==> src/rtl/hazard_ctrl_pkg.sv <==
// Shared types for the pipeline hazard controller: forwarding select
// encoding and data-memory handshake states.
package hazard_ctrl_pkg;

  typedef enum logic [1:0] {
    FWD_RF = 2'b00,
    FWD_W  = 2'b01,
    FWD_M  = 2'b10
  } fwd_sel_t;

  typedef enum logic {
    MEM_IDLE = 1'b0,
    MEM_WAIT = 1'b1
  } mem_state_t;

endpackage

==> src/rtl/hazard_ctrl_fwd_unit.sv <==
// Forwarding select for one EX source operand; the M-stage result wins over
// W because it is the younger write to the same register.
module fwd_unit
  import hazard_ctrl_pkg::*;
#(
  parameter int RA_W = 4
) (
  input  logic [RA_W-1:0] RAE,
  input  logic [RA_W-1:0] WA3M,
  input  logic [RA_W-1:0] WA3W,
  input  logic            RegWriteM,
  input  logic            RegWriteW,
  output fwd_sel_t        fwd
);

  always_comb begin
    // NOTE: default first so every path assigns fwd and no latch is inferred.
    fwd = FWD_RF;
    if (RegWriteM && (WA3M == RAE))      fwd = FWD_M;
    else if (RegWriteW && (WA3W == RAE)) fwd = FWD_W;
  end

endmodule

==> src/rtl/hazard_ctrl.sv <==
// Pipeline hazard controller: operand forwarding, load-use and data-memory
// stalls, branch flushes and saturating stall/flush performance counters.
module hazard_ctrl
  import hazard_ctrl_pkg::*;
#(
  parameter int RA_W        = 4,
  parameter int CNT_W       = 32,
  parameter int MEM_TIMEOUT = 16
) (
  input  logic             clk,
  input  logic             reset,
  input  logic [RA_W-1:0]  RA1D,
  input  logic [RA_W-1:0]  RA2D,
  input  logic [RA_W-1:0]  RA1E,
  input  logic [RA_W-1:0]  RA2E,
  input  logic [RA_W-1:0]  WA3E,
  input  logic [RA_W-1:0]  WA3M,
  input  logic [RA_W-1:0]  WA3W,
  input  logic             RegWriteE,
  input  logic             RegWriteM,
  input  logic             RegWriteW,
  input  logic             MemtoRegE,
  input  logic             MemtoRegM,
  input  logic             MemWriteM,
  input  logic             BranchTakenE,
  input  logic             MemAck,
  input  logic             CntClr,
  output logic             MemReq,
  output logic [1:0]       ForwardAE,
  output logic [1:0]       ForwardBE,
  output logic             StallF,
  output logic             StallD,
  output logic             StallE,
  output logic             StallM,
  output logic             FlushD,
  output logic             FlushE,
  output logic             FlushW,
  output logic             MemErr,
  output logic [CNT_W-1:0] StallCnt,
  output logic [CNT_W-1:0] FlushCnt
);

  localparam int             WT_W      = $clog2(MEM_TIMEOUT + 1);
  localparam logic [WT_W-1:0] TIMEOUT_V = WT_W'(MEM_TIMEOUT);

  fwd_sel_t   fwd_a, fwd_b;
  mem_state_t state, next_state;
  logic [WT_W-1:0] wait_cnt, next_wait;
  logic memop, memstall, lwstall, set_err;

  fwd_unit #(.RA_W(RA_W)) u_fwd_a (
    .RAE(RA1E), .WA3M(WA3M), .WA3W(WA3W),
    .RegWriteM(RegWriteM), .RegWriteW(RegWriteW), .fwd(fwd_a)
  );

  fwd_unit #(.RA_W(RA_W)) u_fwd_b (
    .RAE(RA2E), .WA3M(WA3M), .WA3W(WA3W),
    .RegWriteM(RegWriteM), .RegWriteW(RegWriteW), .fwd(fwd_b)
  );

  assign ForwardAE = fwd_a;
  assign ForwardBE = fwd_b;

  assign memop   = MemtoRegM | MemWriteM;
  assign lwstall = MemtoRegE && RegWriteE && ((WA3E == RA1D) || (WA3E == RA2D));
  // No access may be issued while reset is held, even though state is already idle.
  assign MemReq  = reset & memop;

  always_comb begin
    next_state = state;
    next_wait  = wait_cnt;
    memstall   = 1'b0;
    set_err    = 1'b0;
    unique case (state)
      MEM_IDLE: begin
        if (MemReq && !MemAck) begin
          next_state = MEM_WAIT;
          next_wait  = WT_W'(1);
          memstall   = 1'b1;
        end
      end
      MEM_WAIT: begin
        if (MemAck) begin
          next_state = MEM_IDLE;
        end else if (wait_cnt == TIMEOUT_V) begin
          // Abandon the access and let the pipeline move on; the error is sticky.
          next_state = MEM_IDLE;
          set_err    = 1'b1;
        end else begin
          memstall  = 1'b1;
          next_wait = wait_cnt + WT_W'(1);
        end
      end
      default: next_state = MEM_IDLE;
    endcase
  end

  // Memory stall freezes E, so branch/load-use effects wait for the first free cycle.
  assign StallF = memstall | (lwstall & ~BranchTakenE);
  assign StallD = StallF;
  assign StallE = memstall;
  assign StallM = memstall;
  assign FlushW = memstall;
  assign FlushD = ~memstall & BranchTakenE;
  assign FlushE = ~memstall & (BranchTakenE | lwstall);

  always_ff @(posedge clk or negedge reset) begin
    if (!reset) begin
      state    <= MEM_IDLE;
      wait_cnt <= '0;
      MemErr   <= 1'b0;
    end else begin
      // NOTE: non-blocking so every register samples pre-edge values.
      state    <= next_state;
      wait_cnt <= next_wait;
      if (set_err) MemErr <= 1'b1;
    end
  end

  always_ff @(posedge clk or negedge reset) begin
    if (!reset) begin
      StallCnt <= '0;
      FlushCnt <= '0;
    end else if (CntClr) begin
      StallCnt <= '0;
      FlushCnt <= '0;
    end else begin
      if (StallF && (StallCnt != '1)) StallCnt <= StallCnt + CNT_W'(1);
      if (FlushE && (FlushCnt != '1)) FlushCnt <= FlushCnt + CNT_W'(1);
    end
  end

endmodule

==> config.mk <==
export PLATFORM = sky130hd
export DESIGN_NAME = hazard_ctrl
export DESIGN_NICKNAME = d
export VERILOG_FILES = /design/src/rtl/hazard_ctrl_pkg.sv /design/src/rtl/hazard_ctrl_fwd_unit.sv /design/src/rtl/hazard_ctrl.sv
export SDC_FILE = /design/constraint.sdc
export NUM_CORES = 1
export LEC_CHECK = 0
export ABC_AREA = 0
export CELL_PAD_IN_SITES_DETAIL_PLACEMENT = 0
export CELL_PAD_IN_SITES_GLOBAL_PLACEMENT = 2
export CORE_MARGIN = 3
export CORE_UTILIZATION = 26
export CTS_CLUSTER_SIZE = 24
export DETAILED_ROUTE_END_ITERATION = 8
export PLACE_DENSITY = 0.84
export SLEW_MARGIN = 15
export SYNTH_ARGS = -nofsm -noshare
export SYNTH_HDL_FRONTEND = slang
export SYNTH_SLANG_ARGS = --single-unit
==> constraint.sdc <==
create_clock -name clk -period 2 [get_ports clk]
set_clock_uncertainty 0.05 [all_clocks]
set_input_delay 0.2 -clock clk [delete_from_list [all_inputs] [get_ports clk]]
set_output_delay 0.2 -clock clk [all_outputs]
set_load 0.1 [all_outputs]
Word level (Yosys, flattened, before mapping)
Index checks and enable logic that the tools add are counted.

cells by class
  add/subtract/negate cells = 3
  eq/ne operators = 12
  mux-type cells = 19
  bitwise operators = 10
  reduce and logical (&&, ||, !) cells = 14

operator list
  kind                                                              count
  32-bit two-way mux                                                4
  32-bit by 1-bit adder with 32-bit output (second input constant)  2
  32-bit inequality test (second input constant)                    2
  4-bit equality test                                               6
  5-bit two-way mux                                                 3
  5-bit one-hot mux with 2 select lines                             1
  1-bit logical AND                                                 9
  1-bit two-way mux                                                 8
  2-bit inequality test (second input constant)                     3
  5-bit by 1-bit adder with 5-bit output (second input constant)    1
  5-bit equality test (second input constant)                       1
  1-bit AND                                                         4
  2-bit two-way mux                                                 2
  2-bit nonzero test                                                2
  1-bit inverter                                                    3
  1-bit bitwise OR                                                  3
  3-bit AND reduction                                               1
  1-bit one-hot mux with 2 select lines                             1
  1-bit zero test                                                   1
  1-bit logical OR                                                  1

storage, ports and cells
  bits in registers = 71
  output and inout port bits = 77
  word-level logic and storage cells = 63

Logic depth before layout (Yosys ltp)
  word-level depth = 10
  depth in mapped cells = 11
  mapped depth without buffers = 9

Cells and area by module
A second synthesis with hierarchy kept.

unflattened totals
  cell total of the unflattened synthesis = 488
  area, all modules = 4280.4 sq um

modules (own cells, without submodules)
  module       times used  cells an instance  area an instance (sq um)
  hazard_ctrl  1           456                4050.1
  fwd_unit     2           16                 115.1

Least setup slack after synthesis
OpenSTA, ideal clock, no wires.

  path type = input to output
  start point = in WA3M[2]
  end point = out ForwardAE[0]
  arrival = 4992 ps
  required time = 1750 ps
  path slack = -3242 ps
  stages = 3
  path buffers = 0
  path through = xor2_1 -> nor4_1 -> nor2_1

between the ends
  longest elaborated chain between the ends = 3

ends and longest elaborated chain
  item                 RTL line                    source
  from (decl)          hazard_ctrl.sv:17           input logic [RA_W-1:0] WA3M,
  4-bit equality test  hazard_ctrl_fwd_unit.sv:19  if (RegWriteM && (WA3M == RAE)) fwd = FWD_M;
  1-bit logical AND    hazard_ctrl_fwd_unit.sv:19
  2-bit two-way mux    hazard_ctrl_fwd_unit.sv:19
  to (decl)            hazard_ctrl.sv:29           output logic [1:0] ForwardAE,

No other way between the ends.

Final worst setup path
  start point = reg wait_cnt[1]
  end point = out FlushE

between the ends
  longest elaborated chain between the ends = 6

ends and longest elaborated chain
  item                                   RTL line            source
  from (decl)                            hazard_ctrl.sv:48   logic [WT_W-1:0] wait_cnt, next_wait;
  from (signal assigned)                 hazard_ctrl.sv:115  wait_cnt <= next_wait;
  5-bit equality test                    hazard_ctrl.sv:85   end else if (wait_cnt == TIMEOUT_V) begin
  1-bit two-way mux                      hazard_ctrl.sv:85
  1-bit two-way mux                      hazard_ctrl.sv:83   if (MemAck) begin
  1-bit one-hot mux with 2 select lines  hazard_ctrl.sv:74   unique case (state)
  1-bit inverter                         hazard_ctrl.sv:105  assign FlushE = ~memstall & (BranchTakenE | lwstall);
  1-bit AND                              hazard_ctrl.sv:105
  to (decl)                              hazard_ctrl.sv:36   output logic FlushE,

No other way between the ends.

==> metrics.txt <==
# TYPE chip_impl_metric gauge
chip_impl_metric{name="cap_violations",unit=""} 0
chip_impl_metric{name="post_synth_num_cell_types",unit=""} 56
chip_impl_metric{name="tightestPinTransition",unit="ns"} 0.6740
chip_impl_info{name="critical_path.startpoint_type",value="flop"} 1
chip_impl_metric{name="multi_input_comb_area",unit="sq um"} 2846
chip_impl_info{name="most-common-layout-cells",value="sky130_fd_sc_hd__buf_4, sky130_fd_sc_hd__dfrtp_4, sky130_fd_sc_hd__or3_1"} 1
chip_impl_info{name="run_status",value="finished, violations left"} 1
chip_impl_info{name="critical_path.reg2reg.endpoint",value="FlushCnt[14]"} 1
chip_impl_info{name="cpLargestDelayFamily",value="buffers and inverters"} 1
chip_impl_metric{name="dpl-instance-area",unit="sq um"} 6728
chip_impl_metric{name="timing.critical_path.buf_inv",unit=""} 5
chip_impl_metric{name="postLayoutCellArea",unit="sq um"} 7940
chip_impl_info{name="clock_tree_from_tritoncts",value="built"} 1
chip_impl_metric{name="fraction_of_layout_cells_with_a_size_suffix_above_1",unit=""} 0.5730
chip_impl_metric{name="antenna_violating_nets_post_route",unit=""} 0
chip_impl_metric{name="core",unit="sq um"} 15940
chip_impl_metric{name="synth-seq-cells",unit=""} 71
chip_impl_metric{name="die_h",unit="microns"} 134.1
chip_impl_metric{name="reg2reg_slack",unit="ns"} -0.23
chip_impl_metric{name="std_cell_rows",unit=""} 46
chip_impl_info{name="critical-path-slowest-cell",value="sky130_fd_sc_hd__dfrtp_1"} 1
chip_impl_metric{name="num_vias",unit=""} 4808
chip_impl_metric{name="final-hold-violation-count",unit=""} 0
chip_impl_info{name="synth_flop_cell",value="sky130_fd_sc_hd__dfrtp_1"} 1
chip_impl_info{name="holdCritStartpoint",value="CntClr"} 1
chip_impl_metric{name="overflow",unit=""} 0
chip_impl_metric{name="synthToLayoutAreaGrowth",unit="%"} 86.21
chip_impl_info{name="critPathCaptureType",value="primary output"} 1
chip_impl_metric{name="pin_count",unit=""} 116
chip_impl_metric{name="grt_start_max_net_pins",unit=""} 48
chip_impl_metric{name="ys_seq_area_frac",unit=""} 0.4167
chip_impl_metric{name="first_iteration_detailed_routing_drc_count",unit=""} 222
chip_impl_metric{name="place_worst_setup_slack",unit="ns"} -0.5416
chip_impl_metric{name="synthesis.instances",unit=""} 466
chip_impl_metric{name="cts.htree.levels",unit=""} 3
chip_impl_metric{name="avgRoutedWirePerCell",unit="microns"} 16.06
chip_impl_metric{name="max_stage_delay",unit="ns"} 0.39
chip_impl_metric{name="peakVddDrop",unit="mV"} 0.3653
chip_impl_info{name="cts-root-buf",value="sky130_fd_sc_hd__clkbuf_16"} 1
chip_impl_metric{name="insertion_delay",unit="ns"} 0.33
chip_impl_info{name="path_common_cell",value="sky130_fd_sc_hd__buf_6"} 1
chip_impl_metric{name="edff_count_synth",unit=""} 0
chip_impl_metric{name="p_leak",unit="nW"} 3.171
chip_impl_metric{name="post-route-worst-setup-slack",unit="ns"} -0.2387
chip_impl_metric{name="crit_arrival",unit="ns"} 1.99
chip_impl_metric{name="syn_area_per_cell",unit="sq um"} 9.150
chip_impl_metric{name="tritoncts.num_buffers",unit=""} 9
chip_impl_info{name="whs_endpoint",value="FlushCnt[1]"} 1
chip_impl_metric{name="buffer_ports.inserted",unit=""} 115
chip_impl_metric{name="drc",unit=""} 0
chip_impl_metric{name="drt-pass1-iter-count",unit=""} 4
chip_impl_metric{name="wl",unit="mm"} 15.35
chip_impl_metric{name="critPathMaxFanout",unit=""} 4
chip_impl_metric{name="final_max_slew_viol_count",unit=""} 0
chip_impl_metric{name="worstHoldPathCells",unit=""} 2
chip_impl_metric{name="hpwlAfterDp",unit="mm"} 10.56
chip_impl_metric{name="antenna-diode-count",unit=""} 0
chip_impl_metric{name="cp_data_required_time",unit="ns"} 1.75
chip_impl_info{name="violations",value="setup timing"} 1
chip_impl_metric{name="layout.area.seq",unit="sq um"} 1973
chip_impl_metric{name="cts.reportedPaths.clkPinSlew",unit="ns"} 0.06
chip_impl_metric{name="finalCriticalPeriod",unit="ns"} 2.239
chip_impl_metric{name="layout.nets",unit=""} 778
chip_impl_info{name="rsz0062_at_grt",value="true"} 1
chip_impl_metric{name="synth-async-reset-ratio",unit=""} 1.000
chip_impl_metric{name="grt_antenna_before_repair",unit=""} 0
chip_impl_metric{name="slew_headroom",unit=""} 0.5507
chip_impl_metric{name="gp_congestion",unit=""} 0.8196
chip_impl_metric{name="die_outline_width",unit="microns"} 134.1
chip_impl_info{name="synth.area.top_cells",value="sky130_fd_sc_hd__dfrtp_1, sky130_fd_sc_hd__a21oi_1, sky130_fd_sc_hd__or3_1"} 1
chip_impl_metric{name="grt_use_total",unit=""} 0.1647
chip_impl_metric{name="clk_path_buf_depth",unit=""} 2
chip_impl_info{name="synth.largest_area_cell",value="sky130_fd_sc_hd__dfrtp_1"} 1
chip_impl_metric{name="initial_utilization",unit=""} 0.2675
chip_impl_metric{name="r2r.worst_path.cells",unit=""} 9
chip_impl_metric{name="clock_sinks",unit=""} 71
chip_impl_metric{name="drt-vias-per-instance",unit=""} 5.029
chip_impl_metric{name="min_period_over_period",unit=""} 1.119
chip_impl_info{name="worst_flop_to_flop_path_startpoint",value="wait_cnt[1]"} 1
chip_impl_metric{name="grt_pass1_vias",unit=""} 4814
chip_impl_metric{name="n_fill_cell",unit=""} 1455
chip_impl_metric{name="yosys.area.top_type_share",unit=""} 0.4167
chip_impl_metric{name="achievable-frequency",unit="MHz"} 446.7
chip_impl_info{name="mostFrequentLayoutCell",value="sky130_fd_sc_hd__buf_4"} 1
chip_impl_info{name="holdCritPathClass",value="in2reg"} 1
chip_impl_metric{name="count_of_final_setup_violators",unit=""} 70
chip_impl_metric{name="grt_pass1_wl",unit="mm"} 24.34
chip_impl_info{name="criticalPathCategory",value="reg2out"} 1
chip_impl_metric{name="die_footprint",unit="sq um"} 17970
chip_impl_metric{name="p_per_area",unit="nW/um^2"} 549.1
chip_impl_metric{name="post_synthesis_cell_area",unit="sq um"} 4264
chip_impl_metric{name="synth.net_count",unit=""} 509
chip_impl_info{name="crit_path_cell_trace",value="inv_2, ha_4, and4bb_2, nor2b_4, nor2_8, buf_6, o21ai_4, buf_6, inv_4, buf_12"} 1
chip_impl_metric{name="yosys_warnings",unit=""} 0
[where the power goes]
part / switching [W] / internal, W
Sequential: 0.0000285 / 0.00148
Combinational: 0.000601 / 0.000478
Clock: 0.000615 / 0.00116
Total: 0.00125 / 0.00311
[cells in the mapped netlist (3+ instances only)]
library cell / count
sky130_fd_sc_hd__clkbuf_1: 7
sky130_fd_sc_hd__nand4_1: 19
sky130_fd_sc_hd__nor2_1: 27
sky130_fd_sc_hd__o21ai_0: 33
sky130_fd_sc_hd__buf_4: 4
sky130_fd_sc_hd__xnor2_1: 12
sky130_fd_sc_hd__nor2b_1: 6
sky130_fd_sc_hd__and3_1: 6
sky130_fd_sc_hd__nor3_1: 7
sky130_fd_sc_hd__or3_1: 39
sky130_fd_sc_hd__or4_1: 10
sky130_fd_sc_hd__and4_1: 8
sky130_fd_sc_hd__a21oi_1: 51
sky130_fd_sc_hd__dfrtp_1: 71
sky130_fd_sc_hd__o21ai_1: 9
sky130_fd_sc_hd__mux2_2: 3
sky130_fd_sc_hd__nand2_1: 25
sky130_fd_sc_hd__o211ai_1: 3
sky130_fd_sc_hd__and3_2: 3
sky130_fd_sc_hd__ha_1: 4
sky130_fd_sc_hd__inv_1: 10
sky130_fd_sc_hd__xor2_1: 21
sky130_fd_sc_hd__nand3_1: 30
sky130_fd_sc_hd__buf_2: 3
sky130_fd_sc_hd__nor4_1: 3
sky130_fd_sc_hd__o31ai_1: 10
sky130_fd_sc_hd__and2_1: 4
[flip-flops by register name, indices dropped and copies added (netlist names)]
signal / cells
wait_cnt: 5
FlushCnt: 32
StallCnt: 32
state: 1
MemErr: 1
[routing by layer]
layer / global-route usage / vias up / wire length (microns)
li1: - / 2274 / -
met4: 0.04468 / 0 / 163
met2: 0.2903 / 106 / 7793
met1: 0.2075 / 2415 / 6719
met3: 0.03038 / 13 / 674
met5: 0 / - / 0
[stage by stage]
| step | util | total power [W] | std cells | setup TNS [ns] | hold slack [ns] |
|---|---|---|---|---|---|
| finish | 0.4980 | 0.004360 | 956 | -8.463 | 0.3575 |
| global route | 0.4980 | 0.004533 | 956 | -14.79 | 0.3798 |
| CTS | 0.4757 | 0.004307 | 941 | -6.527 | 0.3359 |
| detailed placement | 0.4220 | 0.002400 | 896 | -25.54 | 0.2630 |
| global placement | 0.4220 | 0.002378 | 896 | -22.99 | 0.2545 |
| floorplan | - | 0.002026 | 466 | -9.817 | -0.1456 |
[worst max-delay path by stage]
stage	start	end	slack (ns)	depth (start not counted)
finish	wait_cnt[1]	FlushE	-0.24	10
global route	wait_cnt[1]	FlushCnt[14]	-0.32	9
global placement	WA3E[0]	StallCnt[4]	-0.51	9
CTS	wait_cnt[0]	FlushE	-0.21	10
floorplan	StallCnt[3]	StallCnt[1]	-0.28	8
detailed placement	WA3E[0]	StallCnt[4]	-0.54	9
[logic make-up (layout without fill, tap and decap cells)]
| family | Yosys count | count (layout) | synth area share |
|---|---|---|---|
| AOI/OAI and AO/OA | 120 | 123 | 0.1681 |
| xor gates and xnor gates | 33 | 33 | 0.06778 |
| adders and majority gates | 4 | 4 | 0.01174 |
| and+or+nand+nor | 202 | 202 | 0.2776 |
| DFF | 71 | 71 | 0.4167 |
| muxes | 6 | 6 | 0.01526 |
| buffers and inverters | 30 | 301 | 0.04284 |
[repair_timing]
| item | 4_1_cts | 5_1_grt |
|---|---|---|
| hold buffers | 1 | 0 |
| setup buffers | 23 | 15 |
| resized for setup | 87 | 54 |
| hold endpoints to repair | 24 | 0 |
| pin swaps | 52 | 39 |
| setup endpoints to repair | 67 | 71 |
| cloned | 5 | 2 |
[final cells by class]
type | instances | area share
well taps | 216 | 0.03404
clock inverters | 3 | 0.008194
flip-flops and latches | 71 | 0.2485
clock buffers | 13 | 0.03278
multi-input cells | 368 | 0.3585
repair buffers | 274 | 0.3115
inverters | 11 | 0.006461
No activity file was read; power rests on OpenSTA's default activity.
